===== config.mk =====
export PLATFORM = sky130hd
export DESIGN_NAME = shift_sched_flat
export DESIGN_NICKNAME = d
export VERILOG_FILES = /design/src/rtl/shift_sched_if.sv /design/src/rtl/shift_sched.sv /design/src/flat_wrapper.sv
export SDC_FILE = /design/constraint.sdc
export NUM_CORES = 1
export LEC_CHECK = 0
export CAP_MARGIN = 20
export CORE_UTILIZATION = 43
export DETAILED_ROUTE_END_ITERATION = 8
export HOLD_SLACK_MARGIN = 0.05
export PLACE_DENSITY_LB_ADDON = 0.12
export SYNTH_ARGS = -nofsm -noshare
export SYNTH_HDL_FRONTEND = slang
export SYNTH_SLANG_ARGS = --single-unit

===== constraint.sdc =====
create_clock -name clk -period 3.58 [get_ports clk]
set_input_delay 0.537 -clock clk [delete_from_list [all_inputs] [get_ports clk]]
set_output_delay 0.537 -clock clk [all_outputs]
set_load 0.02 [all_outputs]

===== src/rtl/shift_sched_if.sv =====
// Request/grant/result bundle between two requesters and the shared shift engine.
interface shift_sched_if #(
  parameter int WIDTH = 8,
  parameter int AMTW  = 8
);
  logic             req0, req1;
  logic [WIDTH-1:0] data0, data1;
  logic [AMTW-1:0]  amt0, amt1;
  logic             dir0, dir1;
  logic             gnt0, gnt1;
  logic             done0, done1;
  logic [WIDTH-1:0] result;
  logic             busy;

  modport slave (
    input  req0, req1, data0, data1, amt0, amt1, dir0, dir1,
    output gnt0, gnt1, done0, done1, result, busy
  );

  modport master (
    output req0, req1, data0, data1, amt0, amt1, dir0, dir1,
    input  gnt0, gnt1, done0, done1, result, busy
  );
endinterface


===== src/rtl/shift_sched.sv =====
// Round-robin shared one-bit-per-clock shift engine for two requesters.
// Define SHIFT_SCHED_RIGHT_EN to honour dirN (1 = logical right); otherwise all shifts are left.
module shift_sched #(
  parameter int WIDTH = 8,
  parameter int AMTW  = 8
) (
  input logic          clk,
  input logic          reset,
  shift_sched_if.slave bus
);
  localparam int CW = $clog2(WIDTH + 1);

  typedef enum logic [1:0] {IDLE, SHIFT, DONE} state_e;

  state_e           state_q;
  logic [WIDTH-1:0] work_q, work_d, result_q;
  logic [CW-1:0]    cnt_q;
  logic             owner_q, ptr_q;
  logic             gnt0_q, gnt1_q, done0_q, done1_q, busy_q;

  logic             win;
  logic [WIDTH-1:0] win_data;
  logic [AMTW-1:0]  win_amt;
  logic [CW-1:0]    win_cnt;

`ifdef SHIFT_SCHED_RIGHT_EN
  logic dir_q;
  logic win_dir;
  assign win_dir = win ? bus.dir1 : bus.dir0;
  assign work_d  = dir_q ? (work_q >> 1) : (work_q << 1);
`else
  logic unused_dir;
  assign unused_dir = bus.dir0 ^ bus.dir1;
  assign work_d     = work_q << 1;
`endif

  // ptr_q holds the last requester served; on a tie the other one wins.
  always_comb begin
    win      = (bus.req0 && bus.req1) ? ~ptr_q : bus.req1;
    win_data = win ? bus.data1 : bus.data0;
    win_amt  = win ? bus.amt1 : bus.amt0;
    win_cnt  = (32'(win_amt) >= WIDTH) ? CW'(WIDTH) : CW'(win_amt);
  end

  always_ff @(posedge clk or posedge reset) begin
    if (reset) begin
      state_q  <= IDLE;
      work_q   <= '0;
      result_q <= '0;
      cnt_q    <= '0;
      owner_q  <= 1'b0;
      ptr_q    <= 1'b1;
      gnt0_q   <= 1'b0;
      gnt1_q   <= 1'b0;
      done0_q  <= 1'b0;
      done1_q  <= 1'b0;
      busy_q   <= 1'b0;
`ifdef SHIFT_SCHED_RIGHT_EN
      dir_q    <= 1'b0;
`endif
    end else begin
      gnt0_q  <= 1'b0;
      gnt1_q  <= 1'b0;
      done0_q <= 1'b0;
      done1_q <= 1'b0;
      case (state_q)
        IDLE: begin
          if (bus.req0 || bus.req1) begin
            owner_q <= win;
            work_q  <= win_data;
            cnt_q   <= win_cnt;
`ifdef SHIFT_SCHED_RIGHT_EN
            dir_q   <= win_dir;
`endif
            gnt0_q  <= ~win;
            gnt1_q  <= win;
            busy_q  <= 1'b1;
            state_q <= SHIFT;
          end
        end
        SHIFT: begin
          if (cnt_q != '0) begin
            work_q <= work_d;
            cnt_q  <= cnt_q - CW'(1);
          end else begin
            result_q <= work_q;
            done0_q  <= ~owner_q;
            done1_q  <= owner_q;
            state_q  <= DONE;
          end
        end
        DONE: begin
          ptr_q   <= owner_q;
          busy_q  <= 1'b0;
          state_q <= IDLE;
        end
        default: begin
          busy_q  <= 1'b0;
          state_q <= IDLE;
        end
      endcase
    end
  end

  assign bus.gnt0   = gnt0_q;
  assign bus.gnt1   = gnt1_q;
  assign bus.done0  = done0_q;
  assign bus.done1  = done1_q;
  assign bus.result = result_q;
  assign bus.busy   = busy_q;
endmodule


===== src/flat_wrapper.sv =====
// flat-port wrapper written by rule: the top's interface ports become plain ports
module shift_sched_flat 
#(
  parameter int WIDTH = 8,
  parameter int AMTW  = 8
)
  (clk, reset, bus_req0, bus_req1, bus_data0, bus_data1, bus_amt0, bus_amt1, bus_dir0, bus_dir1, bus_gnt0, bus_gnt1, bus_done0, bus_done1, bus_result, bus_busy);
  shift_sched_if #(.WIDTH(WIDTH), .AMTW(AMTW)) bus_i ();
  input logic clk;
  input logic reset;
  input wire logic [$bits(bus_i.req0)-1:0] bus_req0;
  input wire logic [$bits(bus_i.req1)-1:0] bus_req1;
  input wire logic [$bits(bus_i.data0)-1:0] bus_data0;
  input wire logic [$bits(bus_i.data1)-1:0] bus_data1;
  input wire logic [$bits(bus_i.amt0)-1:0] bus_amt0;
  input wire logic [$bits(bus_i.amt1)-1:0] bus_amt1;
  input wire logic [$bits(bus_i.dir0)-1:0] bus_dir0;
  input wire logic [$bits(bus_i.dir1)-1:0] bus_dir1;
  output wire logic [$bits(bus_i.gnt0)-1:0] bus_gnt0;
  output wire logic [$bits(bus_i.gnt1)-1:0] bus_gnt1;
  output wire logic [$bits(bus_i.done0)-1:0] bus_done0;
  output wire logic [$bits(bus_i.done1)-1:0] bus_done1;
  output wire logic [$bits(bus_i.result)-1:0] bus_result;
  output wire logic [$bits(bus_i.busy)-1:0] bus_busy;
  assign bus_i.req0 = bus_req0;
  assign bus_i.req1 = bus_req1;
  assign bus_i.data0 = bus_data0;
  assign bus_i.data1 = bus_data1;
  assign bus_i.amt0 = bus_amt0;
  assign bus_i.amt1 = bus_amt1;
  assign bus_i.dir0 = bus_dir0;
  assign bus_i.dir1 = bus_dir1;
  assign bus_gnt0 = bus_i.gnt0;
  assign bus_gnt1 = bus_i.gnt1;
  assign bus_done0 = bus_i.done0;
  assign bus_done1 = bus_i.done1;
  assign bus_result = bus_i.result;
  assign bus_busy = bus_i.busy;
  shift_sched #(.WIDTH(WIDTH), .AMTW(AMTW)) u_core (.clk(clk), .reset(reset), .bus(bus_i));
endmodule

==> results.sh <==
export IMPL_outcome="complete, no violations"
export IMPL_ys_async_sr_fraction_pct=100.0
export IMPL_worst_setup_path_end_kind="register"
export IMPL_instances_no_fill=222
export IMPL_drc=0
export IMPL_tns_ps=0
export IMPL_final_common_cell="clkdlybuf4s50_1"
export IMPL_slew_viol_final=0
export IMPL_synth_seq_cells=29
export IMPL_synthAdderAreaFrac_pct=0.8410
export IMPL_finalPower_mw=1.678
export IMPL_routed_via_density=5.360
export IMPL_start_util_pct=46.81
export IMPL_ir_drop_uv=381.4
export IMPL_htreeDepth=2
export IMPL_die_w_um=60.82
export IMPL_clk_pin_slew_ps=100
export IMPL_floorplan_die_area_um2=3699
export IMPL_netlist_top_cells_area="dfrtp_1, mux2_2, mux2i_1"
export IMPL_coreArea_um2=3178
export IMPL_cts_buffers=5
export IMPL_path_max_fanout=19
export IMPL_crit_type="register to register"
export IMPL_grt_max_degree=30
export IMPL_cts_setup_buffers=0
export IMPL_drive_gt1_share_pct=17.42
export IMPL_place_inst=213
export IMPL_synthesis_nets=164
export IMPL_drtIter0Drc=58
export IMPL_synth_top_family_by_area="compound AO/OA/AOI/OAI gates"
export IMPL_synth_yosys_seq_area_share_pct=48.86
export IMPL_synth_mux_area_share_pct=11.44
export IMPL_required_ps=3810
export IMPL_startpoint_type="register"
export IMPL_synthFlopType="dfrtp_1"
export IMPL_fmax_mhz=505.8
export IMPL_fill_cells=275
export IMPL_syn_area_um2=1488
export IMPL_skew_ps=9.889
export IMPL_finalCritPeriodShare_pct=55.22
export IMPL_synth_compound_area_share_pct=18.50
export IMPL_synthCells=125
export IMPL_critPathArrivalTime_ps=2210
export IMPL_syn_to_final_growth_pct=39.95
export IMPL_cts_num_sinks=29
export IMPL_num_vias=1190
export IMPL_maxCapViolations=0
export IMPL_powerDensity_nw_per_um2=805.8
export IMPL_finalSetupViolCount=0
export IMPL_ios=51
export IMPL_path_cells="nand2b_1 -> a2bb2oi_4 -> inv_1 -> a31o_2"
export IMPL_diodes=0
export IMPL_yosys_area_share_simple_pct=16.23
export IMPL_leakagePower_nw=0.9176
export IMPL_grt_pass1_vias=1162
export IMPL_hold_viol=0
export IMPL_cts_root_buf="clkbuf_4"
export IMPL_routed_wl_mm=3.011
export IMPL_nets=216
export IMPL_clk_path_buf_depth=2
export IMPL_r2r_cells=4
export IMPL_synth_top_cell_area_share_pct=47.10
export IMPL_synth_top_area_cell="dfrtp_1"
export IMPL_portBuffers=48
export IMPL_fin_util_pct=65.51
export IMPL_dp_hpwl_mm=2.204
export IMPL_cts_hold_buf=0
export IMPL_layout_common_cells="clkdlybuf4s50_1, dfrtp_1, nor2_1, a21o_1"
export IMPL_cp_slowest_stage_delay_ps=680
export IMPL_r2r_start="u_core.state_q[1]$_DFFE_PP0P_"
export IMPL_r2r_end="u_core.cnt_q[0]$_DFFE_PP0P_"
export IMPL_r2r_slack_ps=1600
export IMPL_setup_worst_path_start="u_core.state_q[1]$_DFFE_PP0P_"
export IMPL_first_pass_iters=4
export IMPL_relSlewSlack_pct=44.33
export IMPL_rsz0062_at_grt="false"
export IMPL_fp_row_count=20
export IMPL_post_route_min_period_ps=1977
export IMPL_yosys_cell_types_count=44
export IMPL_die_h_um=60.82
export IMPL_gp_congestion=0.7323
export IMPL_grt_pass1_wl_mm=5.112
export IMPL_clock_latency_ps=330
export IMPL_cts_resized=0
export IMPL_post_drt_wl_per_cell_um=13.56
export IMPL_crit_end="u_core.cnt_q[0]$_DFFE_PP0P_"
export IMPL_syn_area_per_cell_um2=11.90
export IMPL_synth_xor_area_share_pct=0
export IMPL_synth_edf_count=0
export IMPL_yosys_warnings=0
export IMPL_globalRoute_totalOverflow=0
export IMPL_track_usage_pct=19.57
export IMPL_tritoncts="yes"
export IMPL_hold_path_class="input port to async pin"
export IMPL_tightestPinTransition_ps=835.1
export IMPL_ant_nets=0
export IMPL_cp_slowest_cell="nand2b_1"
export IMPL_antenna_found_initial=0
[power breakdown]
group          leakage [nW]  internal [mW]  switching [mW]
clock                0.0413          0.114           0.118
combinational         0.519          0.434           0.429
sequential            0.357          0.483          0.0991
[layout make-up]
class | instances | area, um2 | share of cell area, %
inverter | 6 | 22.52 | 1.082
sequential | 29 | 726.9 | 34.92
multi-input combinational | 86 | 699.4 | 33.59
tap | 44 | 55.05 | 2.644
timing repair buffer | 49 | 508.0 | 24.40
clock inverter | 1 | 5.005 | 0.2404
clock buffer | 7 | 65.06 | 3.125
[synth_stat cells, types with 2 or more instances]
| cell type | number |
|---|---|
| nor2_1 | 13 |
| a211oi_2 | 3 |
| mux2i_1 | 8 |
| dfrtp_1 | 28 |
| inv_1 | 6 |
| mux2_2 | 8 |
| nand2_1 | 5 |
| nand4b_1 | 2 |
| nor2b_1 | 2 |
| a211oi_1 | 4 |
| a21o_1 | 9 |
| o21ai_0 | 4 |
| o211ai_1 | 2 |
[through the flow]
stage	hold WS [ps]	worst slack, ps	area (um2)
after floorplan	440.5	2019	1488
after global placement	461.9	1281	1984
after detailed placement	467.3	1265	1984
after CTS	480.9	1598	2054
after global routing	473.0	1442	2082
final	468.9	1603	2082
[routing by layer]
layer,global-route usage (%),wire [um]
met1,23.41,1315
met2,32.50,1457
met3,6.183,206
met4,8.442,32
met5,0,0
[logic make-up after synthesis]
group | Yosys count
AO/OA/AOI/OAI | 31
adder cells (fa/ha/maj) | 1
buffers and inverters | 10
flip-flops | 29
multiplexers | 16
AND/OR/NAND/NOR | 38
[sequential cells by signal, summed over array words and instances, names as in the netlist]
register           flops
u_core.owner_q         1
u_core.state_q         2
u_core.bus.done1       1
u_core.ptr_q           1
u_core.bus.busy        1
u_core.bus.gnt0        1
u_core.bus.result      8
u_core.cnt_q           4
u_core.work_q          8
u_core.bus.gnt1        1
u_core.bus.done0       1
[critical path: cells and delay by family, from the launching register on]
| family | cells | cell delay, ps |
|---|---|---|
| simple gates | 1 | 680 |
| compound gates | 2 | 650 |
| flops | 1 | 410 |
| buf+inv | 1 | 130 |
[worst min path at each step]
stage | cells after the start | end | slack [ps] | startpoint
6_report | 2 | u_core.bus.result[5]$_DFFE_PP0P_ | 470 | reset
5_1_grt | 2 | u_core.bus.result[5]$_DFFE_PP0P_ | 470 | reset
4_1_cts | 1 | u_core.bus.done0$_DFF_PP0_ | 480 | u_core.owner_q$_DFFE_PP0P_
3_5_place_dp | 1 | u_core.bus.done0$_DFF_PP0_ | 470 | u_core.owner_q$_DFFE_PP0P_
3_3_place_gp | 1 | u_core.bus.busy$_DFFE_PP0P_ | 460 | u_core.bus.busy$_DFFE_PP0P_
2_1_floorplan | 1 | u_core.bus.done0$_DFF_PP0_ | 440 | u_core.owner_q$_DFFE_PP0P_
No activity file was read; power rests on OpenSTA's default activity.
